## src/rtl/rgb_stream_packer_pkg.sv

```systemverilog
// Shared definitions for the RGB stream packer: channel width default,
// packed pixel width and the layout of one output buffer entry.
package rgb_stream_packer_pkg;

  localparam int DEF_WIDTH = 8;
  localparam int PIX_W     = 3 * DEF_WIDTH;

  // One buffered pixel: packed {R,G,B} plus its line/frame position tags.
  typedef struct packed {
    logic [PIX_W-1:0] pix;
    logic             eol;
    logic             eof;
  } entry_t;

  // Bit count of a buffer entry for an arbitrary channel width, laid out
  // exactly like entry_t: {pix, eol, eof}.
  function automatic int entry_bits(input int width);
    return 3 * width + 2;
  endfunction

endpackage

```

## src/rtl/rgb_stream_packer_pixel_fifo.sv

```systemverilog
// Small circular output buffer for tagged pixels. Pointers wrap naturally,
// occupancy is one bit wider than the pointers so full and empty differ.
// The head word reads as zero whenever the buffer is empty.
module rgb_stream_packer_pixel_fifo #(
  parameter int DATA_W = 26,
  parameter int DEPTH  = 4
) (
  input  logic                     clk,
  input  logic                     reset,
  input  logic                     push,
  input  logic [DATA_W-1:0]        push_data,
  input  logic                     pop,
  output logic [DATA_W-1:0]        head_data,
  output logic                     full,
  output logic [$clog2(DEPTH):0]   occupancy
);

  localparam int PTR_W = $clog2(DEPTH);
  localparam logic [PTR_W:0] COUNT_FULL = (PTR_W+1)'(DEPTH);

  logic [DATA_W-1:0] mem [DEPTH];
  logic [PTR_W-1:0]  wr_ptr;
  logic [PTR_W-1:0]  rd_ptr;
  logic [PTR_W:0]    count;
  logic              is_empty;
  logic              push_ok;
  logic              pop_ok;

  assign is_empty  = (count == '0);
  assign full      = (count == COUNT_FULL);
  assign occupancy = count;
  assign pop_ok    = pop && !is_empty;
  assign push_ok   = push && (!full || pop_ok);
  assign head_data = is_empty ? '0 : mem[rd_ptr];

  // Pointer and occupancy bookkeeping; push and pop together keep count.
  always_ff @(posedge clk or negedge reset) begin
    if (!reset) begin
      wr_ptr <= '0;
      rd_ptr <= '0;
      count  <= '0;
    end else begin
      if (push_ok) wr_ptr <= wr_ptr + 1'b1;
      if (pop_ok)  rd_ptr <= rd_ptr + 1'b1;
      case ({push_ok, pop_ok})
        2'b10:   count <= count + 1'b1;
        2'b01:   count <= count - 1'b1;
        default: count <= count;
      endcase
    end
  end

  // Storage array; contents need no reset because the head is masked when empty.
  always_ff @(posedge clk) begin
    if (push_ok) mem[wr_ptr] <= push_data;
  end

endmodule

```

## src/rtl/rgb_stream_packer.sv

```systemverilog
// Packs processed R/G/B channels into one word, tags each pixel with its
// end-of-line / end-of-frame position and buffers it for a downstream
// consumer with ready/valid flow control. Upstream cannot be stalled, so
// pixels arriving while the buffer is full are dropped and flagged, but
// the position counters still advance to keep frame geometry aligned.
module rgb_stream_packer
  import rgb_stream_packer_pkg::*;
#(
  parameter int WIDTH      = DEF_WIDTH,
  parameter int IMG_W      = 640,
  parameter int IMG_H      = 480,
  parameter int FIFO_DEPTH = 4
) (
  input  logic               clk,
  input  logic               reset,
  input  logic [WIDTH-1:0]   r_data_in,
  input  logic [WIDTH-1:0]   g_data_in,
  input  logic [WIDTH-1:0]   b_data_in,
  input  logic               data_in_done,
  input  logic               out_ready,
  input  logic               ovf_clr,
  output logic [3*WIDTH-1:0] out_data,
  output logic               out_valid,
  output logic               out_eol,
  output logic               out_eof,
  output logic               frame_done,
  output logic               overflow
);

  localparam int ENTRY_W = entry_bits(WIDTH);
  localparam int COL_W   = (IMG_W > 1) ? $clog2(IMG_W) : 1;
  localparam int ROW_W   = (IMG_H > 1) ? $clog2(IMG_H) : 1;
  localparam int OCC_W   = $clog2(FIFO_DEPTH) + 1;

  localparam logic [COL_W-1:0] COL_LAST = COL_W'(IMG_W - 1);
  localparam logic [ROW_W-1:0] ROW_LAST = ROW_W'(IMG_H - 1);

  logic [COL_W-1:0]   col;
  logic [ROW_W-1:0]   row;
  logic               is_eol;
  logic               is_eof;
  logic               fifo_full;
  logic [OCC_W-1:0]   occupancy;
  logic [ENTRY_W-1:0] push_data;
  logic [ENTRY_W-1:0] head_data;
  logic               push;
  logic               pop;
  logic               drop;

  assign is_eol    = (col == COL_LAST);
  assign is_eof    = is_eol && (row == ROW_LAST);
  assign push_data = {r_data_in, g_data_in, b_data_in, is_eol, is_eof};

  assign out_valid = (occupancy != '0);
  assign out_data  = head_data[ENTRY_W-1:2];
  assign out_eol   = head_data[1];
  assign out_eof   = head_data[0];

  assign pop  = out_valid && out_ready;
  assign push = data_in_done && (!fifo_full || pop);
  assign drop = data_in_done && fifo_full && !pop;

  rgb_stream_packer_pixel_fifo #(
    .DATA_W (ENTRY_W),
    .DEPTH  (FIFO_DEPTH)
  ) pixel_fifo (
    .clk       (clk),
    .reset     (reset),
    .push      (push),
    .push_data (push_data),
    .pop       (pop),
    .head_data (head_data),
    .full      (fifo_full),
    .occupancy (occupancy)
  );

  // Frame position counters advance on every strobe, dropped pixels included.
  always_ff @(posedge clk or negedge reset) begin
    if (!reset) begin
      col <= '0;
      row <= '0;
    end else if (data_in_done) begin
      if (is_eol) begin
        col <= '0;
        row <= (row == ROW_LAST) ? '0 : row + 1'b1;
      end else begin
        col <= col + 1'b1;
      end
    end
  end

  // One-cycle pulse after the last pixel of a frame leaves the buffer.
  always_ff @(posedge clk or negedge reset) begin
    if (!reset) frame_done <= 1'b0;
    else        frame_done <= pop && out_eof;
  end

  // Sticky drop flag; a new drop takes priority over a clear request.
  always_ff @(posedge clk or negedge reset) begin
    if (!reset)       overflow <= 1'b0;
    else if (drop)    overflow <= 1'b1;
    else if (ovf_clr) overflow <= 1'b0;
  end

endmodule

```

## config.mk

```make
export PLATFORM = sky130hd
export DESIGN_NAME = rgb_stream_packer
export DESIGN_NICKNAME = d
export VERILOG_FILES = /design/src/rtl/rgb_stream_packer_pkg.sv /design/src/rtl/rgb_stream_packer_pixel_fifo.sv /design/src/rtl/rgb_stream_packer.sv
export SDC_FILE = /design/constraint.sdc
export NUM_CORES = 1
export LEC_CHECK = 0
export ABC_AREA = 1
export BUFFER_PORTS_ARGS = -buffer_cell sky130_fd_sc_hd__clkbuf_2
export CORE_AREA = 2 2 124 126
export DETAILED_ROUTE_END_ITERATION = 10
export DIE_AREA = 0 0 126 128
export PLACE_DENSITY = 0.69
export SLEW_MARGIN = 15
export SYNTH_ARGS = -nofsm -noshare
export SYNTH_HDL_FRONTEND = slang
export SYNTH_HIERARCHICAL = 1
export SYNTH_SLANG_ARGS = --single-unit
```

## constraint.sdc

```tcl
create_clock -name clk -period 2.6 [get_ports clk]
set_input_delay 0.13 -clock clk [delete_from_list [all_inputs] [get_ports clk]]
set_output_delay 0.13 -clock clk [all_outputs]
set_load 0.005 [all_outputs]
```

Word level (Yosys, flattened, before mapping)
Memories as Yosys holds them, arrays and structs flattened.
Cells that the tools add are included.
{"block": "totals", "ff_bits": 28, "ram_bits": 104, "in_bits": 29, "out_inout_bits": 29, "elab_cells": 45, "mem_count": 1}
{"memory": "pixel_fifo.mem", "depth": 4, "width": 26, "read_ports": 1, "rd_ports_with_merged_regs": 0, "wr": 1, "line_no": "rgb_stream_packer_pixel_fifo.sv:21", "source": "logic [DATA_W-1:0] mem [DEPTH];"}
{"block": "classes", "addsub": 6, "eq_ne": 5, "mux": 8, "reduce_logical": 18}
{"operator": "$mux 26", "n": 1}
{"operator": "$add 10x1->10 const B", "n": 1}
{"operator": "$eq 10x10->1 const B", "n": 1}
{"operator": "$mux 10", "n": 1}
{"operator": "$add 9x1->9 const B", "n": 1}
{"operator": "$eq 9x9->1 const B", "n": 1}
{"operator": "$mux 9", "n": 1}
{"operator": "$logic_and 1x1->1", "n": 8}
{"operator": "$pmux 3 s2", "n": 1}
{"operator": "$add 2x1->2 const B", "n": 2}
{"operator": "$mux 1", "n": 4}
{"operator": "$reduce_bool 2->1", "n": 2}
{"operator": "$add 3x1->3 const B", "n": 1}
{"operator": "$eq 3x3->1 const B", "n": 1}
{"operator": "$logic_not 1->1", "n": 3}
{"operator": "$logic_not 3->1", "n": 1}
{"operator": "$reduce_bool 3->1", "n": 1}
{"operator": "$sub 3x1->3 const B", "n": 1}
{"operator": "$eq 2x1->1 const B", "n": 1}
{"operator": "$eq 2x2->1 const B", "n": 1}
{"operator": "$logic_or 1x1->1", "n": 2}
{"operator": "$reduce_and 2->1", "n": 1}

Depth between registers and ports, before layout
Gate-level depths: netlist of run 1.
{"block": "logic_depth", "ltp_word": 7, "depth_mapped": 11, "depth_no_buf": 11}

Cells and area by module
The synthesis of run 1 kept the hierarchy.
{"mod": "rgb_stream_packer_pixel_fifo", "n_inst": 1, "cells_per_inst": 361, "area_per_inst_um2": 4523.1, "seq_area_each_um2": 3298.2}
{"mod": "rgb_stream_packer", "n_inst": 1, "cells_per_inst": 165, "area_per_inst_um2": 1253.7, "seq_area_each_um2": 525.5}

Least setup slack after synthesis of run 1
Ideal clock, no wire load.
{"block": "synth_path", "path_type": "reg-to-reg", "from": "register pixel_fifo.count[2] (netlist: pixel_fifo/occupancy[2])", "to": "memory pixel_fifo.mem[0][0] (enable)", "t_arrival_ps": 2177, "t_required_ps": 2191, "setup_slack_ps": 14, "path_stages_with_launch": 7, "synth_period_minus_slack_ps": 2586, "path_cell_list": "dfrtp_1 > inv_1 > nand2_1 > nand2_1 > a21oi_1 > o21ai_4 > nor2_1"}
{"block": "synth_via", "elab_chain_len": 7}
{"element": "from (decl)", "line_no": "rgb_stream_packer_pixel_fifo.sv:24", "source": "logic [PTR_W:0] count;"}
{"element": "from (signal assigned)", "line_no": "rgb_stream_packer_pixel_fifo.sv:46", "source": "2'b10: count <= count + 1'b1;"}
{"element": "from (signal assigned)", "line_no": "rgb_stream_packer_pixel_fifo.sv:47", "source": "2'b01: count <= count - 1'b1;"}
{"element": "from (signal assigned)", "line_no": "rgb_stream_packer_pixel_fifo.sv:48", "source": "default: count <= count;"}
{"element": "$reduce_bool 3->1", "line_no": "rgb_stream_packer.sv:54", "source": "assign out_valid = (occupancy != '0);"}
{"element": "net out_valid", "line_no": "rgb_stream_packer.sv:23", "source": "output logic out_valid,"}
{"element": "$logic_and 1x1->1", "line_no": "rgb_stream_packer.sv:59", "source": "assign pop = out_valid && out_ready;"}
{"element": "$logic_or 1x1->1", "line_no": "rgb_stream_packer.sv:60", "source": "assign push = data_in_done && (!fifo_full || pop);"}
{"element": "$logic_and 1x1->1", "line_no": "rgb_stream_packer.sv:60"}
{"element": "net push", "line_no": "rgb_stream_packer.sv:46", "source": "logic push;"}
{"element": "$logic_and 1x1->1", "line_no": "rgb_stream_packer_pixel_fifo.sv:33", "source": "assign push_ok = push && (!full || pop_ok);"}
{"element": "$mux 1", "line_no": "rgb_stream_packer_pixel_fifo.sv:55", "source": "if (push_ok) mem[wr_ptr] <= push_data;"}
{"element": "$mux 1 (implied by the code)", "line_no": "rgb_stream_packer_pixel_fifo.sv:55"}
{"element": "to (decl)", "line_no": "rgb_stream_packer_pixel_fifo.sv:21"}
The timed path passes the listed nets, and every way through them passes these cells.

Worst setup path after layout of run 1
{"block": "layout_path", "from": "register pixel_fifo.rd_ptr[0]", "to": "output port out_eof"}
{"block": "layout_via", "elab_chain_len": 2}
{"element": "from (decl)", "line_no": "rgb_stream_packer_pixel_fifo.sv:23", "source": "logic [PTR_W-1:0] rd_ptr;"}
{"element": "from (signal assigned)", "line_no": "rgb_stream_packer_pixel_fifo.sv:44", "source": "if (pop_ok) rd_ptr <= rd_ptr + 1'b1;"}
{"element": "$mem_v2 4x26"}
{"element": "$mux 26", "line_no": "rgb_stream_packer_pixel_fifo.sv:34", "source": "assign head_data = is_empty ? '0 : mem[rd_ptr];"}
{"element": "to (decl)", "line_no": "rgb_stream_packer.sv:25", "source": "output logic out_eof,"}
Every way passes these cells.

==> results.toml, run 1 <==
[timing]
min_period_ns = 2.314
clock_skew_ns = 0.009624
finalSetupViolCount = 0
fmax_mhz = 432.1
final.setup.tns_ns = 0
rsz0062_at_grt = "false"
finalCritPeriodShare_pct = 89.00
holdWs_ns = 0.08355
finalHoldViolCount = 0
maxSlewViolCount = 0
worstMarginPinSlew_ns = 0.7190
slew_headroom_pct = 52.07

[layout]
syn_to_final_growth_pct = 22.48
insertedDiodeCount = 0
fin_nets = 653
drive_above_1_share_pct = 20.48

[clock_tree]
htreeDepth = 4
ctsHoldBuffers = 27
cts.sinks = 132
clkLatencyLatePin_ns = 0.41
ctsLongestPathBuffers = 2
post_cts_buffers = 0
cts_buffers = 17
cts_resized = 0
clk_transition_reported_paths_ns = 0.06
cts_root_buf = "clkbuf_16"
cts_tree = "yes"

[detailed_routing]
drt_iter0_drc = 286
vias_per_cell = 4.792
dr_total_vias = 3920
antenna_left = 0
drc = 0
firstDrtPassIters = 4
wl_per_cell_um = 14.15
wirelength_um = 11570

[setup_path]
path_cells = "buf_4 > nor2_1 > nor2_1 > o21ai_0 > a21oi_1 > clkbuf_2"
start_kind = "register"
critPathKind = "reg -> out"
endpoint_kind = "output port"
r2r_slack_ns = 0.52
r2r_end = "pixel_fifo/mem[1][12]"
slowest_delay_ns = 0.46
cp_data_required_time_ns = 2.47
worstPathArrival_ns = 2.18
crit_top_cell = "nor2_1"
cp_max_fo = 47
reg2reg_depth = 7
slowest_stage = "dfrtp_2"
reg2reg_from = "pixel_fifo/occupancy[2]"

[floorplan]
die_y_um = 128
die_width_um = 126
rows = 45
pin_count = 58
die-area_um2 = 16130
initial_core_util_pct = 38.86
core_region_area_um2 = 14860

[min_path]
holdPathStages = 2
hold_class = "in -> reg"
worstHoldEndpoint = "col[0]"
hp-start = "data_in_done"

[logic_synthesis]
syn_inst = 526
ys_ff_latch = 132
yosysWarningCount = 6
synthDominantCellAreaShare_pct = 54.06
yosys.area.top_type = "edfxtp_1"
syn_nets = 562
ys_types = 33
syn_area_per_cell_um2 = 10.98
yosys-top-cells-area = "edfxtp_1 (54%), dfrtp_1 (12%), nor2_1 (8.5%), nand2_1 (3.8%), o21ai_1 (3.6%)"
ys_seq_area_share_pct = 66.19
syn_area_um2 = 5777

[power]
p_per_area_nw_per_um2 = 1122
peakVddDrop_mv = 0.5063
power_leakage_uw = 0.002844

[grt]
grt-ovfl-total = 0
grt_pass1_vias = 3985
grt_pass1_wl_um = 19420
grt_max_degree = 54
track_usage_pct = 15.38
antenna_found_initial = 0

[flow_run]
drv_cap = 0

[placement]
place_congestion = 0.7436
post-dp-hpwl_um = 7372
numPortBuffers = 57

[outcome]
status = "complete, no violations"
[registers in the layout, summed over array words and instances (netlist names)]
| signal | flops |
|---|---|
| overflow | 1 |
| pixel_fifo/occupancy | 3 |
| col | 10 |
| frame_done | 1 |
| row | 9 |
| pixel_fifo/mem | 104 |
| pixel_fifo/rd_ptr | 2 |
| pixel_fifo/wr_ptr | 2 |
[layer usage]
metal	part of all wire [%]	track usage [%]	vias to the layer above
li1	-	-	1955
met1	44	18.53	1858
met2	50	26.72	99
met3	5.8	5.134	8
met4	0.70	3.878	0
met5	0	0	-
[report_power, final]
part / total [uW] / internal (uW) / switching, uW
Clock: 2370 / 1500 / 868
Sequential: 3020 / 2780 / 239
Combinational: 2550 / 921 / 1630
Total: 7940 / 5200 / 2740
[synthesized netlist by cell type, drive strengths merged]
library cell,n
a21oi,29
buf,17
clkbuf,3
dfrtp,28
edfxtp,104
fa,1
ha,6
inv,39
nand2,68
nand3,18
nand3b,2
nand4,1
nor2,138
nor3,1
o21ai,62
o21bai,2
xnor2,4
xor2,3
[how the worst max path moves through the flow]
stage,startpoint,endpoint,slack [ns],cells after the start
after CTS,pixel_fifo/rd_ptr[0],out_eof,0.27,6
final,pixel_fifo/rd_ptr[0],out_eof,0.29,6
after global placement,pixel_fifo/occupancy[2],pixel_fifo/mem[1][14],0.61,7
after floorplan,pixel_fifo/occupancy[2],pixel_fifo/mem[0][0],0.01,6
after global routing,pixel_fifo/rd_ptr[0],out_eof,0.10,6
after detailed placement,pixel_fifo/occupancy[2],pixel_fifo/mem[1][14],0.52,7
[stage by stage]
| stage | cell area [um^2] | worst slack, ns | instances | utilization, % | power, uW |
|---|---|---|---|---|---|
| 2_1_floorplan | 5777 | 0.01384 | 526 | - | 4778 |
| 3_3_place_gp | 6216 | 0.6143 | 759 | 41.82 | 5510 |
| 3_5_place_dp | 6216 | 0.5214 | 759 | 41.82 | 5598 |
| 4_1_cts | 7076 | 0.2663 | 818 | 47.60 | 8028 |
| 5_1_grt | 7076 | 0.1026 | 818 | 47.60 | 8506 |
| 6_report | 7076 | 0.2859 | 818 | 47.60 | 7941 |
[cell usage in the layout (no fill, tap or decap), types with 3 or more instances in the layout]
master,instances
a21oi_1,29
buf_4,8
bufinv_16,3
clkbuf_16,17
clkbuf_2,57
clkinvlp_4,3
dfrtp_1,27
dlygate4sd3_1,27
edfxtp_1,104
ha_1,6
inv_1,34
inv_2,3
nand2_1,58
nand2_2,9
nand3_1,14
nand3_2,3
nor2_1,127
nor2_2,7
nor2_4,3
o21ai_0,17
o21ai_1,42
xnor2_1,4
xor2_1,3
[final cells by class]
type                            count  area (um^2)
Sequential cell                   132         3825
Timing Repair Buffer               92        615.6
Inverter                           39        151.4
Multi-Input combinational cell    335         1659
Fill cell                        1358         7789
Tap cell                          188        235.2
Clock buffer                       19        432.9
Clock inverter                     13        156.4
[critical path, delay by kind of cell, from the launching register on]
family / cells / cell delay, ns
buffers and inverters: 2 / 0.64
AOI/OAI and AO/OA: 2 / 0.41
DFF: 1 / 0.46
and+or+nand+nor: 2 / 0.23
[logic make-up (layout without fill, tap and decap cells)]
| kind of cell | count (synthesis) | count (layout) | synth area share [%] |
|---|---|---|---|
| buffers and inverters | 59 | 163 | 5.436 |
| AO/OA/AOI/OAI | 93 | 93 | 8.469 |
| adder cells (fa/ha/maj) | 7 | 7 | 1.646 |
| AND/OR/NAND/NOR | 228 | 228 | 17.20 |
| XOR/XNOR | 7 | 7 | 1.061 |
| flip-flops | 132 | 132 | 66.19 |
(Power assumes the default switching activity.)
==> run 2, diff against run 1 <==
--- a/config.mk
+++ b/config.mk
@@ -9,5 +9,5 @@
 export BUFFER_PORTS_ARGS = -buffer_cell sky130_fd_sc_hd__clkbuf_2
-export CORE_AREA = 2 2 124 126
+export CORE_AREA = 2 2 147 106
 export DETAILED_ROUTE_END_ITERATION = 10
-export DIE_AREA = 0 0 126 128
+export DIE_AREA = 0 0 149 108
 export PLACE_DENSITY = 0.69
==> constraint.sdc (replaced) <==
create_clock -name clk -period 2.6 [get_ports clk]
set_input_delay 0.52 -clock clk [delete_from_list [all_inputs] [get_ports clk]]
set_output_delay 0.52 -clock clk [all_outputs]
set_load 0.005 [all_outputs]
==> results.toml, run 2 (synthesized netlist as in run 1, its figures left out) <==
[outcome]
status = "complete, no violations"

[floorplan]
pin_count = 58
die_width_um = 149
die_y_um = 108
die-area_um2 = 16090
rows = 37
core_region_area_um2 = 14540
initial_core_util_pct = 39.74

[min_path]
hold_class = "in -> async"

[clock_tree]
cts_root_buf = "clkbuf_16"
ctsLongestPathBuffers = 2
cts_resized = 0
clkLatencyLatePin_ns = 0.41
cts_buffers = 17
post_cts_buffers = 0
htreeDepth = 4
clk_transition_reported_paths_ns = 0.05
cts_tree = "yes"
cts.sinks = 132
ctsHoldBuffers = 0

[setup_path]
slowest_delay_ns = 0.62
reg2reg_from = "pixel_fifo/occupancy[0]"
reg2reg_depth = 10
start_kind = "register"
path_cells = "inv_4 > nor2_1 > o21ai_1 > a21oi_1 > clkbuf_2"
worstPathArrival_ns = 1.88
critPathKind = "reg -> out"
r2r_slack_ns = 0.55
endpoint_kind = "output port"
r2r_end = "pixel_fifo/occupancy[2]"
cp_max_fo = 26
slowest_stage = "dfrtp_1"
cp_data_required_time_ns = 2.08

[timing]
clock_skew_ns = 0.009338
final.setup.tns_ns = 0
slew_headroom_pct = 50.46
finalSetupViolCount = 0
min_period_ns = 2.397
finalCritPeriodShare_pct = 92.18
maxSlewViolCount = 0
finalHoldViolCount = 0
rsz0062_at_grt = "false"
worstMarginPinSlew_ns = 0.7431
fmax_mhz = 417.3

[detailed_routing]
wirelength_um = 11670
firstDrtPassIters = 4
wl_per_cell_um = 14.60
drc = 0
vias_per_cell = 4.805
dr_total_vias = 3839
antenna_left = 0
drt_iter0_drc = 300

[grt]
track_usage_pct = 15.28
grt_pass1_wl_um = 18500
grt_max_degree = 54
grt_pass1_vias = 3679
antenna_found_initial = 0
grt-ovfl-total = 0

[layout]
drive_above_1_share_pct = 21.36
insertedDiodeCount = 0
design_area_um2 = 6835
largestRegisters = "pixel_fifo/mem x104, col x10, row x9"
fillerInstances = 1295
largest_reg_flops = 104
fin_nets = 628
mostFrequentLayoutCell = "nor2_1"
largest_register = "pixel_fifo/mem"
syn_to_final_growth_pct = 18.32
layout_common_cells = "nor2_1 (127), edfxtp_1 (104), nand2_1 (58)"

[power]
switching_share_pct = 34.24
power_leakage_uw = 0.002741
netSwitchingPower_uw = 2703
combPwrFrac_pct = 32.7
cellInternalPower_uw = 5193
p_clk_share_pct = 29.3
peakVddDrop_mv = 0.5577
p_per_area_nw_per_um2 = 1155
seq_power_share_pct = 37.9

[placement]
place_congestion = 0.8557
post-dp-hpwl_um = 7548
placed_cell_area_um2 = 6262
numPortBuffers = 57

[flow_run]
drv_cap = 0
[run 2: worst max-delay path by stage]
stage                          from  depth (start not counted)                   end  slack (ns)
2_1_floorplan          data_in_done                          5  pixel_fifo/mem[0][0]       -0.07
3_3_place_gp           data_in_done                          6  pixel_fifo/mem[3][9]        0.48
4_1_cts        pixel_fifo/rd_ptr[0]                          4               out_eof        0.15
6_report       pixel_fifo/rd_ptr[1]                          5               out_eof        0.20
5_1_grt        pixel_fifo/rd_ptr[1]                          5               out_eol        0.02
3_5_place_dp           data_in_done                          6  pixel_fifo/mem[3][9]        0.41
[run 2: per-stage QoR]
step	total power, uW	cells	worst slack (ns)	hold slack (ns)	util (%)
floorplan	4778	526	-0.06911	0.2244	-
global placement	5557	768	0.4774	0.4862	43.08
detailed placement	5646	768	0.4147	0.4920	43.08
CTS	7998	799	0.1479	0.1898	47.02
global route	8434	799	0.01851	0.2181	47.02
finish	7896	799	0.2034	0.1653	47.02
[run 2: power by group through the flow]
| stage | Sequential (uW) | Combinational [uW] | Clock, uW |
|---|---|---|---|
| 6_report | 3000 | 2580 | 2320 |
| 3_3_place_gp | 3010 | 2550 | 0 |
| 3_5_place_dp | 3030 | 2620 | 0 |
| 2_1_floorplan | 2960 | 1810 | 0 |
| 5_1_grt | 3040 | 2940 | 2460 |
| 4_1_cts | 3000 | 2630 | 2370 |
[run 2: metal layers]
metal | global-route usage [%] | wire [um] | vias to the layer above | part of all wire [%]
met4 | 6.531 | 165 | 0 | 1.4
met2 | 23.01 | 5297 | 112 | 45
met1 | 21.11 | 5481 | 1814 | 47
li1 | - | - | 1903 | -
met5 | 0 | 0 | - | 0
met3 | 3.966 | 722 | 10 | 6.2
[run 2: critical path, delay by kind of cell, from the launching register on]
family | cells | cell delay, ns
buffers and inverters | 2 | 0.39
AO/OA/AOI/OAI | 2 | 0.31
flip-flops | 1 | 0.62
AND/OR/NAND/NOR | 1 | 0.14
[run 2: layout make-up]
cell class	count	area (um^2)	area share, %
clock buffers	20	436.7	6.388
clock inverters	11	136.4	1.995
inverters	39	151.4	2.215
multi-input cells	335	1669	24.42
flip-flops and latches	132	3825	55.96
well taps	195	244.0	3.569
repair buffers	67	372.9	5.455
